**config.mk**
```make
export PLATFORM = sky130hd
export DESIGN_NAME = conv_window_dispatcher
export DESIGN_NICKNAME = d
export VERILOG_FILES = /design/src/rtl/conv_pkg.sv /design/src/rtl/pe_prio_pick.sv /design/src/rtl/conv_window_dispatcher.sv
export SDC_FILE = /design/constraint.sdc
export NUM_CORES = 1
export LEC_CHECK = 0
export BUFFER_PORTS_ARGS = -buffer_cell sky130_fd_sc_hd__buf_4
export CORE_MARGIN = 2
export CORE_UTILIZATION = 60
export CTS_CLUSTER_DIAMETER = 50
export DETAILED_ROUTE_END_ITERATION = 8
export PLACE_DENSITY = 0.83
export SLEW_MARGIN = 20
export SYNTH_ARGS = -nofsm -noshare
export SYNTH_HDL_FRONTEND = slang
export SYNTH_SLANG_ARGS = --single-unit
```
**constraint.sdc**
```tcl
create_clock -name clk -period 12.66 [get_ports clk]
set_input_delay 0.633 -clock clk [delete_from_list [all_inputs] [get_ports clk]]
set_output_delay 0.633 -clock clk [all_outputs]
set_load 0.01 [all_outputs]
```
**src/rtl/conv_pkg.sv**
```systemverilog
// conv_pkg: shared constants, FSM state and job configuration for the conv window dispatcher
package conv_pkg;
  localparam int F = 3;
  localparam int N_MAX = 64;
  localparam int K_MAX = 16;
  localparam int NPE = 64;
  localparam int PEW = $clog2(NPE);
  localparam int IDXW = 24;
  typedef enum logic [1:0] {IDLE, SCAN, DRAIN, DONE} state_t;
  typedef struct packed {
    logic [7:0] n;
    logic [4:0] k;
    logic [1:0] s;
    logic       p;
    logic [7:0] out;
  } conv_cfg_t;
  function automatic logic [7:0] calc_out(input logic [7:0] n, input logic [1:0] s, input logic p);
    logic signed [9:0] t;
    t = {2'b00, n} - 10'(F) + {8'd0, p, 1'b0};
    return 8'((s == 2'd2 ? t >>> 1 : t) + 10'sd1);
  endfunction
endpackage

```
**src/rtl/pe_prio_pick.sv**
```systemverilog
// pe_prio_pick: lowest-set-bit finder used to choose the next free PE
module pe_prio_pick #(
  parameter int NPE = 64,
  parameter int PEW = $clog2(NPE)
) (
  input  logic [NPE-1:0] req,
  output logic [PEW-1:0] idx,
  output logic           found
);
  assign found = |req;
  always_comb begin
    idx = '0;
    for (int i = NPE - 1; i >= 0; i--) if (req[i]) idx = PEW'(i);
  end
endmodule

```
**src/rtl/conv_window_dispatcher.sv**
```systemverilog
// conv_window_dispatcher: walks every conv output window and dispatches each one
// to the lowest free PE over valid/ready, then waits for all PEs to complete.
module conv_window_dispatcher
  import conv_pkg::*;
(
  input  logic              clk,
  input  logic              rstn,
  input  logic              start,
  input  logic              abort,
  input  logic [7:0]        cfg_n,
  input  logic [4:0]        cfg_k,
  input  logic [1:0]        cfg_stride,
  input  logic              cfg_pad,
  input  logic [NPE-1:0]    pe_busy,
  input  logic [NPE-1:0]    pe_done,
  output logic              disp_valid,
  input  logic              disp_ready,
  output logic [PEW-1:0]    disp_pe,
  output logic [7:0]        disp_ox,
  output logic [7:0]        disp_oy,
  output logic [4:0]        disp_ch,
  output logic [IDXW-1:0]   disp_idx,
  output logic [F*F-1:0]    disp_padmsk,
  output logic              busy,
  output logic              done,
  output logic              err_cfg
);
  localparam int OW = PEW + 1;
  localparam int CW = PEW + 2;
  state_t state, state_nx;
  conv_cfg_t cfg;
  logic [OW-1:0] outstanding, cnt_nx;
  logic [CW-1:0] cnt_sum;
  logic [NPE-1:0] alloc, alloc_nx, free_nx;
  logic [PEW-1:0] pick_idx;
  logic pick_found, acc, lx, ly, last, cfg_bad, launch;
  logic [10:0] bx, by;
  logic [F*F-1:0] msk;

  assign acc = disp_valid && disp_ready;
  assign lx = disp_ox == cfg.out - 8'd1;
  assign ly = disp_oy == cfg.out - 8'd1;
  assign last = lx && ly && disp_ch == cfg.k - 5'd1;
  assign cfg_bad = cfg_n < 8'(F) || cfg_n > 8'(N_MAX) || cfg_k == 5'd0 || cfg_k > 5'(K_MAX) ||
                   !(cfg_stride == 2'd1 || cfg_stride == 2'd2);
  assign launch = state == IDLE && start && !abort && !cfg_bad;
  assign alloc_nx = (alloc & ~pe_done) | (acc ? {{(NPE-1){1'b0}}, 1'b1} << disp_pe : '0);
  assign free_nx = ~pe_busy & ~alloc_nx;
  assign cnt_sum = CW'(outstanding) + CW'(acc) - CW'($countones(pe_done & alloc));
  assign cnt_nx = cnt_sum > CW'(NPE) ? OW'(NPE) : cnt_sum[OW-1:0];
  assign busy = state != IDLE;
  assign done = state == DONE;

  pe_prio_pick #(.NPE(NPE), .PEW(PEW)) u_pick (.req(free_nx), .idx(pick_idx), .found(pick_found));

  // Negative tap coordinates wrap to large unsigned values, so one compare catches both edges.
  assign bx = 11'(cfg.s == 2'd2 ? {disp_ox, 1'b0} : {1'b0, disp_ox}) - 11'(cfg.p);
  assign by = 11'(cfg.s == 2'd2 ? {disp_oy, 1'b0} : {1'b0, disp_oy}) - 11'(cfg.p);
  always_comb begin
    msk = '0;
    for (int r = 0; r < F; r++)
      for (int c = 0; c < F; c++)
        msk[r*F+c] = (bx + 11'(c) >= 11'(cfg.n)) || (by + 11'(r) >= 11'(cfg.n));
  end
  assign disp_padmsk = disp_valid ? msk : '0;

  always_comb begin
    state_nx = state;
    if (abort) state_nx = IDLE;
    else if (state == IDLE) state_nx = launch ? SCAN : IDLE;
    else if (state == SCAN) state_nx = acc && last ? DRAIN : SCAN;
    else if (state == DRAIN) state_nx = outstanding == '0 ? DONE : DRAIN;
    else state_nx = IDLE;
  end

  always_ff @(posedge clk or negedge rstn)
    if (!rstn) begin
      state <= IDLE;
      cfg <= '0;
      alloc <= '0;
      outstanding <= '0;
      disp_valid <= 1'b0;
      disp_pe <= '0;
      disp_ox <= '0;
      disp_oy <= '0;
      disp_ch <= '0;
      disp_idx <= '0;
      err_cfg <= 1'b0;
    end else begin
      state <= state_nx;
      err_cfg <= state == IDLE && start && !abort && cfg_bad;
      if (abort) begin
        alloc <= '0;
        outstanding <= '0;
        disp_valid <= 1'b0;
      end else begin
        alloc <= alloc_nx;
        outstanding <= cnt_nx;
        if (launch) begin
          cfg <= '{n: cfg_n, k: cfg_k, s: cfg_stride, p: cfg_pad, out: calc_out(cfg_n, cfg_stride, cfg_pad)};
          disp_ox <= '0;
          disp_oy <= '0;
          disp_ch <= '0;
          disp_idx <= '0;
          disp_valid <= 1'b0;
        end else if (state == SCAN) begin
          if (acc) begin
            disp_ox <= lx ? '0 : disp_ox + 8'd1;
            disp_oy <= lx ? (ly ? '0 : disp_oy + 8'd1) : disp_oy;
            disp_ch <= lx && ly ? disp_ch + 5'd1 : disp_ch;
            disp_idx <= disp_idx + IDXW'(1);
          end
          // A pending offer keeps its PE; a new pick happens only once the slot frees up.
          if (!disp_valid || disp_ready) begin
            disp_valid <= pick_found && !(acc && last);
            disp_pe <= pick_idx;
          end
        end
      end
    end
endmodule

```
==> run summary, run 1 <==
Max IR drop VDD: 0.117 mV
Share of layout cells above drive strength 1: 0.151
Syn Nets: 2136
Area of the die: 26100 um2
Worst path slowest cell: fa_1
DIE HEIGHT: 162 um
Leakage power: 0.00793 uW
Core Util, Final: 0.712
Hold Crit Class: in2async
Cell area power density: 120 nW/um2
Post-synth EDFFs: 0
R2R cell count: 25
GRT met1 Usage: 0.465
Synth Register Bits: 150
Reg-to-reg startpoint: alloc[59]
# Max-Cap Violations: 0
Largest area contributor in the netlist: dfrtp_1
Comb power frac: 0.465
Cell area after synthesis: 14900 um2
Critical path arrival: 7.57 ns
Synthesis Warnings: 0
Fin nets: 2297
Worst Setup EP: outstanding[1]
Drt first pass iters: 5
Synth area leaders: dfrtp_1 25%, ha_1 11%, fa_1 8.7%, nor2_1 4.6%, nand2_1 3.9%
Worst-Margin Slew: 1.02 ns
Sequential area share after synthesis: 0.252
Most frequent cell after synthesis: nor2_1
Syn Inst Count: 1793
Total GRT Usage: 0.355
Crit path depth: 25
Post-CTS Setup Inserts: 0
Synthesis-to-layout area growth: 16.3%
DR iter-0 viols: 1521
Final-layout fill cell count: 1858
Clock Sinks: 150
Rows: 57
Dominant synthesized flop cell: dfrtp_1
RSZ-0062 raised after global routing: no
Ys async rst share: 1.00
Worst EP required: 12.99 ns
WL final: 46000 um
Clock group share of total power: 0.267
Setup Viol. Count Final: 0
Grt peak-use layer: met2
Internal: 1240 uW
Startpoint Class: register
Crit path max fanout: 3
Switch Pwr: 839 uW
Final Skew: 0.0112 ns
Total gr overflow: 0
Post-DP HPWL: 34800 um
Final period utilization: 0.572
Root Driver: clkbuf_16
Worst skew pair latency: 0.44 ns
Type of element capturing the critical path: register
Crit-path most repeated cell: fa_1
Via Count: 14327
Mean Syn Cell Area: 8.30 um2
Die width: 162 um
Clk slew on worst S/H paths: 0.07 ns
Buffers on Ports: 212
GR Util met3: 0.104
Post-synth top area share: 0.252
Yosys cell types: 85
Vias in the first global route: 14122
H-tree depth: 4
Crit path from: alloc[59]
Initial Utilization: 0.612
Sequential fraction of design power: 0.268
Setup TNS: 0 ns
CTS tree: done
Wire per inst: 20.0 um
Outcome: finished clean
Slew Viols, Final: 0
Achievable Freq: 138 MHz
DRC viols: 0
Area of the core: 24300 um2
R2R setup slack: 5.42 ns
Sw frac: 0.403
Initial antenna violation count: 5
Tot Pwr: 2080 uW
I/O pin total: 213
Crit Path Class: reg2reg
R2R Path End: outstanding[1]
WP buf/inv: 7
Kind of cell adding the most delay to the critical path: adder cells
GR Util met2: 0.558
Hold Buf Count CTS: 0
CTS Buffer Depth: 2
Peak per-stage delay on the critical path: 0.57 ns
Pin count of the biggest net entering global routing: 91
Relative slew slack: 0.310
Final Hold Fails: 0
Post-CTS resize count: 0
Number of CTS-inserted buffers: 17
Commonest cells post-synth: 183 x nor2_1, 156 x nand2_1, 154 x inv_1
GPL Wtd Cong: 0.941
DRT antenna net count: 0
First-pass GRT wire length: 73400 um
Worst hold slack: 0.277 ns
Avg Vias per Cell: 6.25
Period minus WS final: 7.24 ns
==> power groups by stage <==
stage / logic (uW) / clock network [uW] / registers, uW
floorplan: 695 / 0 / 543
global placement: 899 / 0 / 562
detailed placement: 940 / 0 / 564
CTS: 954 / 556 / 556
global route: 1070 / 578 / 562
finish: 970 / 556 / 558
==> layout make-up <==
| class | instances | area [um2] | share of cell area |
|---|---|---|---|
| sequential | 150 | 3750 | 0.217 |
| antenna | 3 | 7.51 | 0.000434 |
| inverter | 155 | 582 | 0.0336 |
| timing repair buffer | 228 | 1720 | 0.0991 |
| clock inverter | 13 | 184 | 0.0106 |
| multi-input combinational | 1402 | 10200 | 0.590 |
| clock buffer | 19 | 443 | 0.0256 |
| tap | 324 | 405 | 0.0234 |
==> registers in the layout, summed over array words and instances (netlist names) <==
signal       count
alloc           64
cfg             24
disp_idx        24
disp_ox          8
disp_oy          8
outstanding      7
disp_pe          6
disp_ch          5
state            2
disp_valid       1
err_cfg          1
==> per-layer routing <==
metal  share of wire  vias to the layer above  wire length [um]
li1                -                     6622                 -
met1            0.40                     6786             18500
met2            0.45                      760             20500
met3            0.11                      155              5060
met4           0.041                        4              1860
met5         0.00063                        -                29
==> kinds of logic after synthesis <==
family	Yosys count	synth area share
buf+inv	241	0.0621
compound gates	372	0.171
flops	150	0.252
fa+ha+maj	194	0.196
simple gates	719	0.243
mux	16	0.0122
xor+xnor	101	0.0631
==> cell usage in the layout (no fill, tap or decap), drive strengths merged, types with 13 or more instances in the layout <==
cell type    n
a21oi       82
nand3       58
a21o        18
nor3        75
xnor2       62
nor2b       75
a31oi       28
o211ai      16
and2        34
inv        161
xor2        35
nand2b      27
a311oi      18
a211oi      18
and3        17
nand2      157
o22ai       13
o21ai       66
ha         129
o21a        15
fa          65
nor4        13
dfrtp      150
o41ai       14
nor2       183
clkbuf      19
nand4       16
buf        228
==> worst min-delay path by stage <==
| stage | startpoint | end |
|---|---|---|
| 2_1_floorplan | rstn | alloc[0] |
| 3_3_place_gp | cfg[15] | cfg[15] |
| 5_1_grt | rstn | alloc[61] |
| 3_5_place_dp | cfg[15] | cfg[15] |
| 6_report | rstn | alloc[61] |
| 4_1_cts | rstn | alloc[61] |
==> stage by stage <==
| step | instances | setup slack, ns | cell area (um2) |
|---|---|---|---|
| 3_3_place_gp | 2259 | 5.17 | 16700 |
| 4_1_cts | 2291 | 5.43 | 17300 |
| 6_report | 2294 | 5.42 | 17300 |
| 2_1_floorplan | 1793 | 5.61 | 14900 |
| 5_1_grt | 2292 | 5.04 | 17300 |
| 3_5_place_dp | 2259 | 5.10 | 16700 |
(Power assumes the default switching activity.)
==> run 2: changes to the inputs <==
==> constraint.sdc (replaced) <==
create_clock -name clk -period 7 [get_ports clk]
set_input_delay 0.35 -clock clk [delete_from_list [all_inputs] [get_ports clk]]
set_output_delay 0.35 -clock clk [all_outputs]
set_load 0.01 [all_outputs]
==> run summary, run 2 (synthesized netlist as in run 1, its figures left out) <==
Outcome: finished clean
Avg Vias per Cell: 6.31
Leakage power: 0.00792 uW
Placed Cells: 2261
Final Skew: 0.0117 ns
Setup Viol. Count Final: 0
R2R Path End: outstanding[5]
Crit-path most repeated cell: fa_2
Final-layout fill cell count: 1880
GPL Wtd Cong: 0.972
Final period utilization: 0.982
Area of the die: 26100 um2
Achievable Freq: 145 MHz
Largest regs: alloc x64, cfg x24, disp_idx x24
Worst path slowest cell: fa_2
Reg-to-reg startpoint: alloc[59]
Initial Utilization: 0.612
R2R cell count: 24
Hold Crit Class: in2reg
Most common cell after layout, fill and taps aside: buf_4
Final Hold Fails: 0
Root Driver: clkbuf_16
Vias in the first global route: 14456
Initial antenna violation count: 5
First-pass GRT wire length: 75100 um
Rows: 57
Max reg flops: 64
Biggest register: alloc
Setup TNS: 0 ns
Commonest cells after routing, fill and taps aside: 230 x buf_4, 182 x nor2_1, 156 x nand2_1
Worst EP required: 7.36 ns
CTS Buffer Depth: 2
CTS tree: done
Cell area power density: 222 nW/um2
Core Util, Final: 0.715
Period minus WS final: 6.87 ns
Max IR drop VDD: 0.196 mV
Via Count: 14511
Die width: 162 um
DRC viols: 0
Worst Min Path Start: cfg_k[2]
Worst skew pair latency: 0.44 ns
Slew Viols, Final: 0
Synthesis-to-layout area growth: 16.8%
H-tree depth: 4
Relative slew slack: 0.204
DIE HEIGHT: 162 um
Clk slew on worst S/H paths: 0.07 ns
RSZ-0062 raised after global routing: yes
Startpoint Class: register
Crit path max fanout: 3
Post-DP HPWL: 34900 um
Total GRT Usage: 0.362
Pin count of the biggest net entering global routing: 77
Drt first pass iters: 6
Worst-Margin Slew: 1.16 ns
# Max-Cap Violations: 0
Fin nets: 2301
Wire per inst: 20.2 um
DR iter-0 viols: 1695
Type of element capturing the critical path: register
Area of the core: 24300 um2
Tot Pwr: 3850 uW
Peak per-stage delay on the critical path: 0.60 ns
R2R setup slack: 0.13 ns
Design area: 17400 um2
Number of CTS-inserted buffers: 17
WL final: 46400 um
Hold path cells: 3
Clock Sinks: 150
Hold Path End: cfg[13]
Placed inst area: 16700 um2
Fin cells: 2299
Buffers on Ports: 212
Total gr overflow: 0
I/O pin total: 213
Critical path arrival: 7.23 ns
Crit Path Class: reg2reg
DRT antenna net count: 0
Share of layout cells above drive strength 1: 0.165
Worst path cell trace: and2_4, fa_1, inv_1, ha_2, inv_2, fa_2, fa_2, inv_2, fa_2, fa_1, fa_2, fa_1, fa_2, inv_2, fa_2, inv_2, ha_4, inv_2, fa_1, nand2_1, nor4_2, nand2_1, a211o_1, nor2_1
-- run 2: cell types whose count changed in the layout (fill, tap and decap cells not counted), moves of 3 or more --
cell / previous run / this run
inv_1: 154 / 146
fa_2: 0 / 12
fa_1: 65 / 53
ha_1: 129 / 126
buf_4: 227 / 230
inv_2: 0 / 8
-- run 2: worst max-delay path by stage --
| stage | cells past startpoint | startpoint | to |
|---|---|---|---|
| after detailed placement | 25 | pe_done[59] | outstanding[1] |
| final | 24 | alloc[59] | outstanding[5] |
| after global routing | 24 | alloc[59] | outstanding[0] |
| after global placement | 25 | pe_done[48] | outstanding[0] |
| after CTS | 24 | alloc[59] | outstanding[5] |
| after floorplan | 24 | pe_done[48] | outstanding[0] |
-- run 2: layer usage --
layer  vias up  wire (um)  GRT usage
met5         -         16          0
met2       834      20500      0.560
li1       6613          -          -
met4         2       2290      0.166
met3       200       5340     0.0981
met1      6862      18300      0.476
-- run 2: power breakdown --
group          total [uW]  internal (uW)  switching, uW
clock network         989            578            411
registers            1010            925           81.5
logic                1860            805           1050
total                3850           2310           1550
-- run 2: cell type report --
type | instances | area [um2] | area share
multi-input cells | 1402 | 10300 | 0.591
clock inverters | 12 | 166 | 0.00957
flip-flops and latches | 150 | 3750 | 0.216
clock buffers | 20 | 447 | 0.0257
diodes | 4 | 10.0 | 0.000576
well taps | 324 | 405 | 0.0233
repair buffers | 232 | 1750 | 0.101
inverters | 155 | 582 | 0.0335
-- run 2: through the flow --
stage	worst slack [ns]	hold WS (ns)
2_1_floorplan	0.231	0.0544
3_3_place_gp	-0.191	0.441
3_5_place_dp	-0.343	0.447
4_1_cts	0.0146	0.112
5_1_grt	-0.0785	0.125
6_report	0.126	0.116
-- run 2: critical path: cells and delay by family (launching register included) --
family,cells,cell delay (ns)
adder cells (fa/ha/maj),12,5.14
AND/OR/NAND/NOR,5,0.60
flip-flops,1,0.38
AO/OA/AOI/OAI,1,0.35
buffers and inverters,6,0.31
-- run 2: repair_timing --
action,in CTS,in global routing
setup buffers,0,1
endpoints found under the setup margin,6,6
resized for setup,15,13
pin swaps,20,23
hold buffers,1,0
hold endpoints to repair,14,0
==> run 3: changes to the inputs <==
--- a/config.mk
+++ b/config.mk
@@ -7,11 +7,13 @@
 export LEC_CHECK = 0
 export BUFFER_PORTS_ARGS = -buffer_cell sky130_fd_sc_hd__buf_4
 export CORE_MARGIN = 2
-export CORE_UTILIZATION = 60
+export CORE_UTILIZATION = 59
 export CTS_CLUSTER_DIAMETER = 50
+export CTS_CLUSTER_SIZE = 8
 export DETAILED_ROUTE_END_ITERATION = 8
-export PLACE_DENSITY = 0.83
+export PLACE_DENSITY = 0.82
 export SLEW_MARGIN = 20
 export SYNTH_ARGS = -nofsm -noshare
 export SYNTH_HDL_FRONTEND = slang
+export SYNTH_HIERARCHICAL = 1
 export SYNTH_SLANG_ARGS = --single-unit
==> constraint.sdc (replaced) <==
create_clock -name clk -period 7 [get_ports clk]
set_input_delay 1.05 -clock clk [delete_from_list [all_inputs] [get_ports clk]]
set_output_delay 1.05 -clock clk [all_outputs]
set_load 0.01 [all_outputs]
==> run summary, run 3 <==
Worst Min Path Start: cfg[20]
CTS Buffer Depth: 2
DIE HEIGHT: 161 um
Leakage power: 0.00781 uW
DR iter-0 viols: 1057
Outcome: finished clean
Type of element capturing the critical path: register
Pin count of the biggest net entering global routing: 79
Setup Viol. Count Final: 0
Clk slew on worst S/H paths: 0.07 ns
Mean Syn Cell Area: 8.52 um2
Root Driver: clkbuf_16
Final Skew: 0.0164 ns
Synthesis Warnings: 6
Initial Utilization: 0.598
Setup TNS: 0 ns
Worst hold slack: 0.513 ns
Wire per inst: 19.5 um
Syn Nets: 2040
Critical path arrival: 7.29 ns
Hold Buf Count CTS: 0
Clock Sinks: 150
Worst EP required: 7.36 ns
Commonest cells post-synth: 165 x inv_1, 162 x nor2_1, 150 x dfrtp_1
Final setup margin: 0.0655 ns
Achievable Freq: 144 MHz
H-tree depth: 4
Post-synth top area share: 0.260
RSZ-0062 raised after global routing: yes
Worst skew pair latency: 0.44 ns
Worst-Margin Slew: 0.949 ns
Area of the die: 25800 um2
# Max-Cap Violations: 0
Post-DP HPWL: 33600 um
Largest area contributor in the netlist: dfrtp_1
WL final: 43400 um
Biggest register: alloc
Multi-input combinational cell area: 10000 um2
Cell area power density: 233 nW/um2
Ys async rst share: 1.00
CTS tree: done
DRT antenna net count: 0
Commonest cells after routing, fill and taps aside: 226 x buf_4, 161 x nor2_1, 158 x inv_1
Total gr overflow: 0
First-pass GRT wire length: 68300 um
Final-layout fill cell count: 1853
Most frequent cell after synthesis: inv_1
Hold Crit Class: reg2reg
DRC viols: 0
Worst slack, placed: -0.463 ns
Slew Viols, Final: 0
Synthesis-to-layout area growth: 18.5%
Via Count: 13303
Final period utilization: 0.991
Area of the core: 24200 um2
I/O pin total: 213
Max reg flops: 64
Share of layout cells above drive strength 1: 0.186
Number of CTS-inserted buffers: 17
GPL Wtd Cong: 0.992
Crit path from: pe_done[53]
Syn Inst Count: 1697
Buffers on Ports: 212
Crit Path Class: in2reg
Die width: 161 um
Most common cell after layout, fill and taps aside: buf_4
Synth area leaders: dfrtp_1 26%, ha_1 11%, fa_1 9.0%, nor2b_1 6.4%, a21oi_1 4.3%
Startpoint Class: input port
Cell area after synthesis: 14500 um2
Vias in the first global route: 13031
Avg Vias per Cell: 5.98
Period minus WS final: 6.93 ns
Dominant synthesized flop cell: dfrtp_1
Tot Pwr: 3990 uW
Placed Cells: 2191
Max IR drop VDD: 0.353 mV
Largest regs: alloc x64, cfg x24, disp_idx x24
Relative slew slack: 0.362
FF/Latch Area: 3750 um2
Fin cells: 2225
Sequential area share after synthesis: 0.260
R2R setup slack: 0.38 ns
Yosys cell types: 93
Rows: 57
Post-synth EDFFs: 0
Initial antenna violation count: 1
Fin nets: 2230
Reg-to-reg startpoint: alloc[62]
Total GRT Usage: 0.335
Synth Register Bits: 150
Crit path max fanout: 3
Final Hold Fails: 0
Drt first pass iters: 8
-- run 3: final timing paths --
kind | cells after the start | to
max in group asynchronous | 2 | disp_idx[0]
setup / recovery | 26 | outstanding[4]
hold / removal | 2 | cfg[20]
setup reg to reg | 25 | outstanding[4]
hold reg to reg | 2 | cfg[20]
min in group asynchronous | 1 | alloc[37]
-- run 3: per-stage QoR --
stage / util / instance area, um2
6_report: 0.709 / 17100
5_1_grt: 0.709 / 17100
4_1_cts: 0.704 / 17000
3_5_place_dp: 0.678 / 16400
3_3_place_gp: 0.678 / 16400
2_1_floorplan: - / 14500
-- run 3: per-layer routing --
layer,vias up,GRT usage,wire (um)
li1,6183,-,-
met1,6389,0.428,17500
met5,-,0,0
met3,118,0.0770,3610
met4,0,0.123,1590
met2,613,0.557,20700
-- run 3: cell families (layout without fill, tap and decap cells) --
group | count (synthesis) | in the layout | share of synthesized area
multiplexers | 22 | 22 | 0.0162
flip-flops | 150 | 150 | 0.260
buffers and inverters | 223 | 426 | 0.0609
adder cells (fa/ha/maj) | 194 | 194 | 0.202
XOR/XNOR | 90 | 90 | 0.0604
AO/OA/AOI/OAI | 322 | 322 | 0.142
other | 0 | 1 | 0
AND/OR/NAND/NOR | 696 | 696 | 0.260
-- run 3: worst max-delay path, stage by stage --
cell and delay (ns):
buf_4 0.12, and2_4 0.15, fa_2 0.41, ha_4 0.27
inv_1 0.04, fa_1 0.54, inv_2 0.06, fa_2 0.33
inv_2 0.06, fa_1 0.42, fa_2 0.55, fa_2 0.44
fa_2 0.54, inv_2 0.04, fa_2 0.33, fa_1 0.47
inv_1 0.07, ha_2 0.18, inv_2 0.04, fa_2 0.38
inv_2 0.06, a21o_1 0.12, a21oi_2 0.07, xnor2_2 0.16
a211o_1 0.27, nor2_1 0.10
-- run 3: layout make-up --
cell class                      instances  area share
Sequential cell                       150       0.219
Timing Repair Buffer                  228       0.100
Antenna cell                            1    0.000146
Tap cell                              324      0.0237
Inverter                              166      0.0364
Clock inverter                         14      0.0105
Clock buffer                           18      0.0250
Multi-Input combinational cell       1324       0.585
-- run 3: report_power, final --
part / internal, uW / switching [uW]
Sequential: 927 / 95.9
Combinational: 906 / 1090
Clock: 543 / 432
-- run 3: repair_timing --
action / CTS / global route
pin swaps: 0 / 16
setup endpoints to repair: 3 / 7
resized for setup: 2 / 26
buffers inserted: 0 / 1
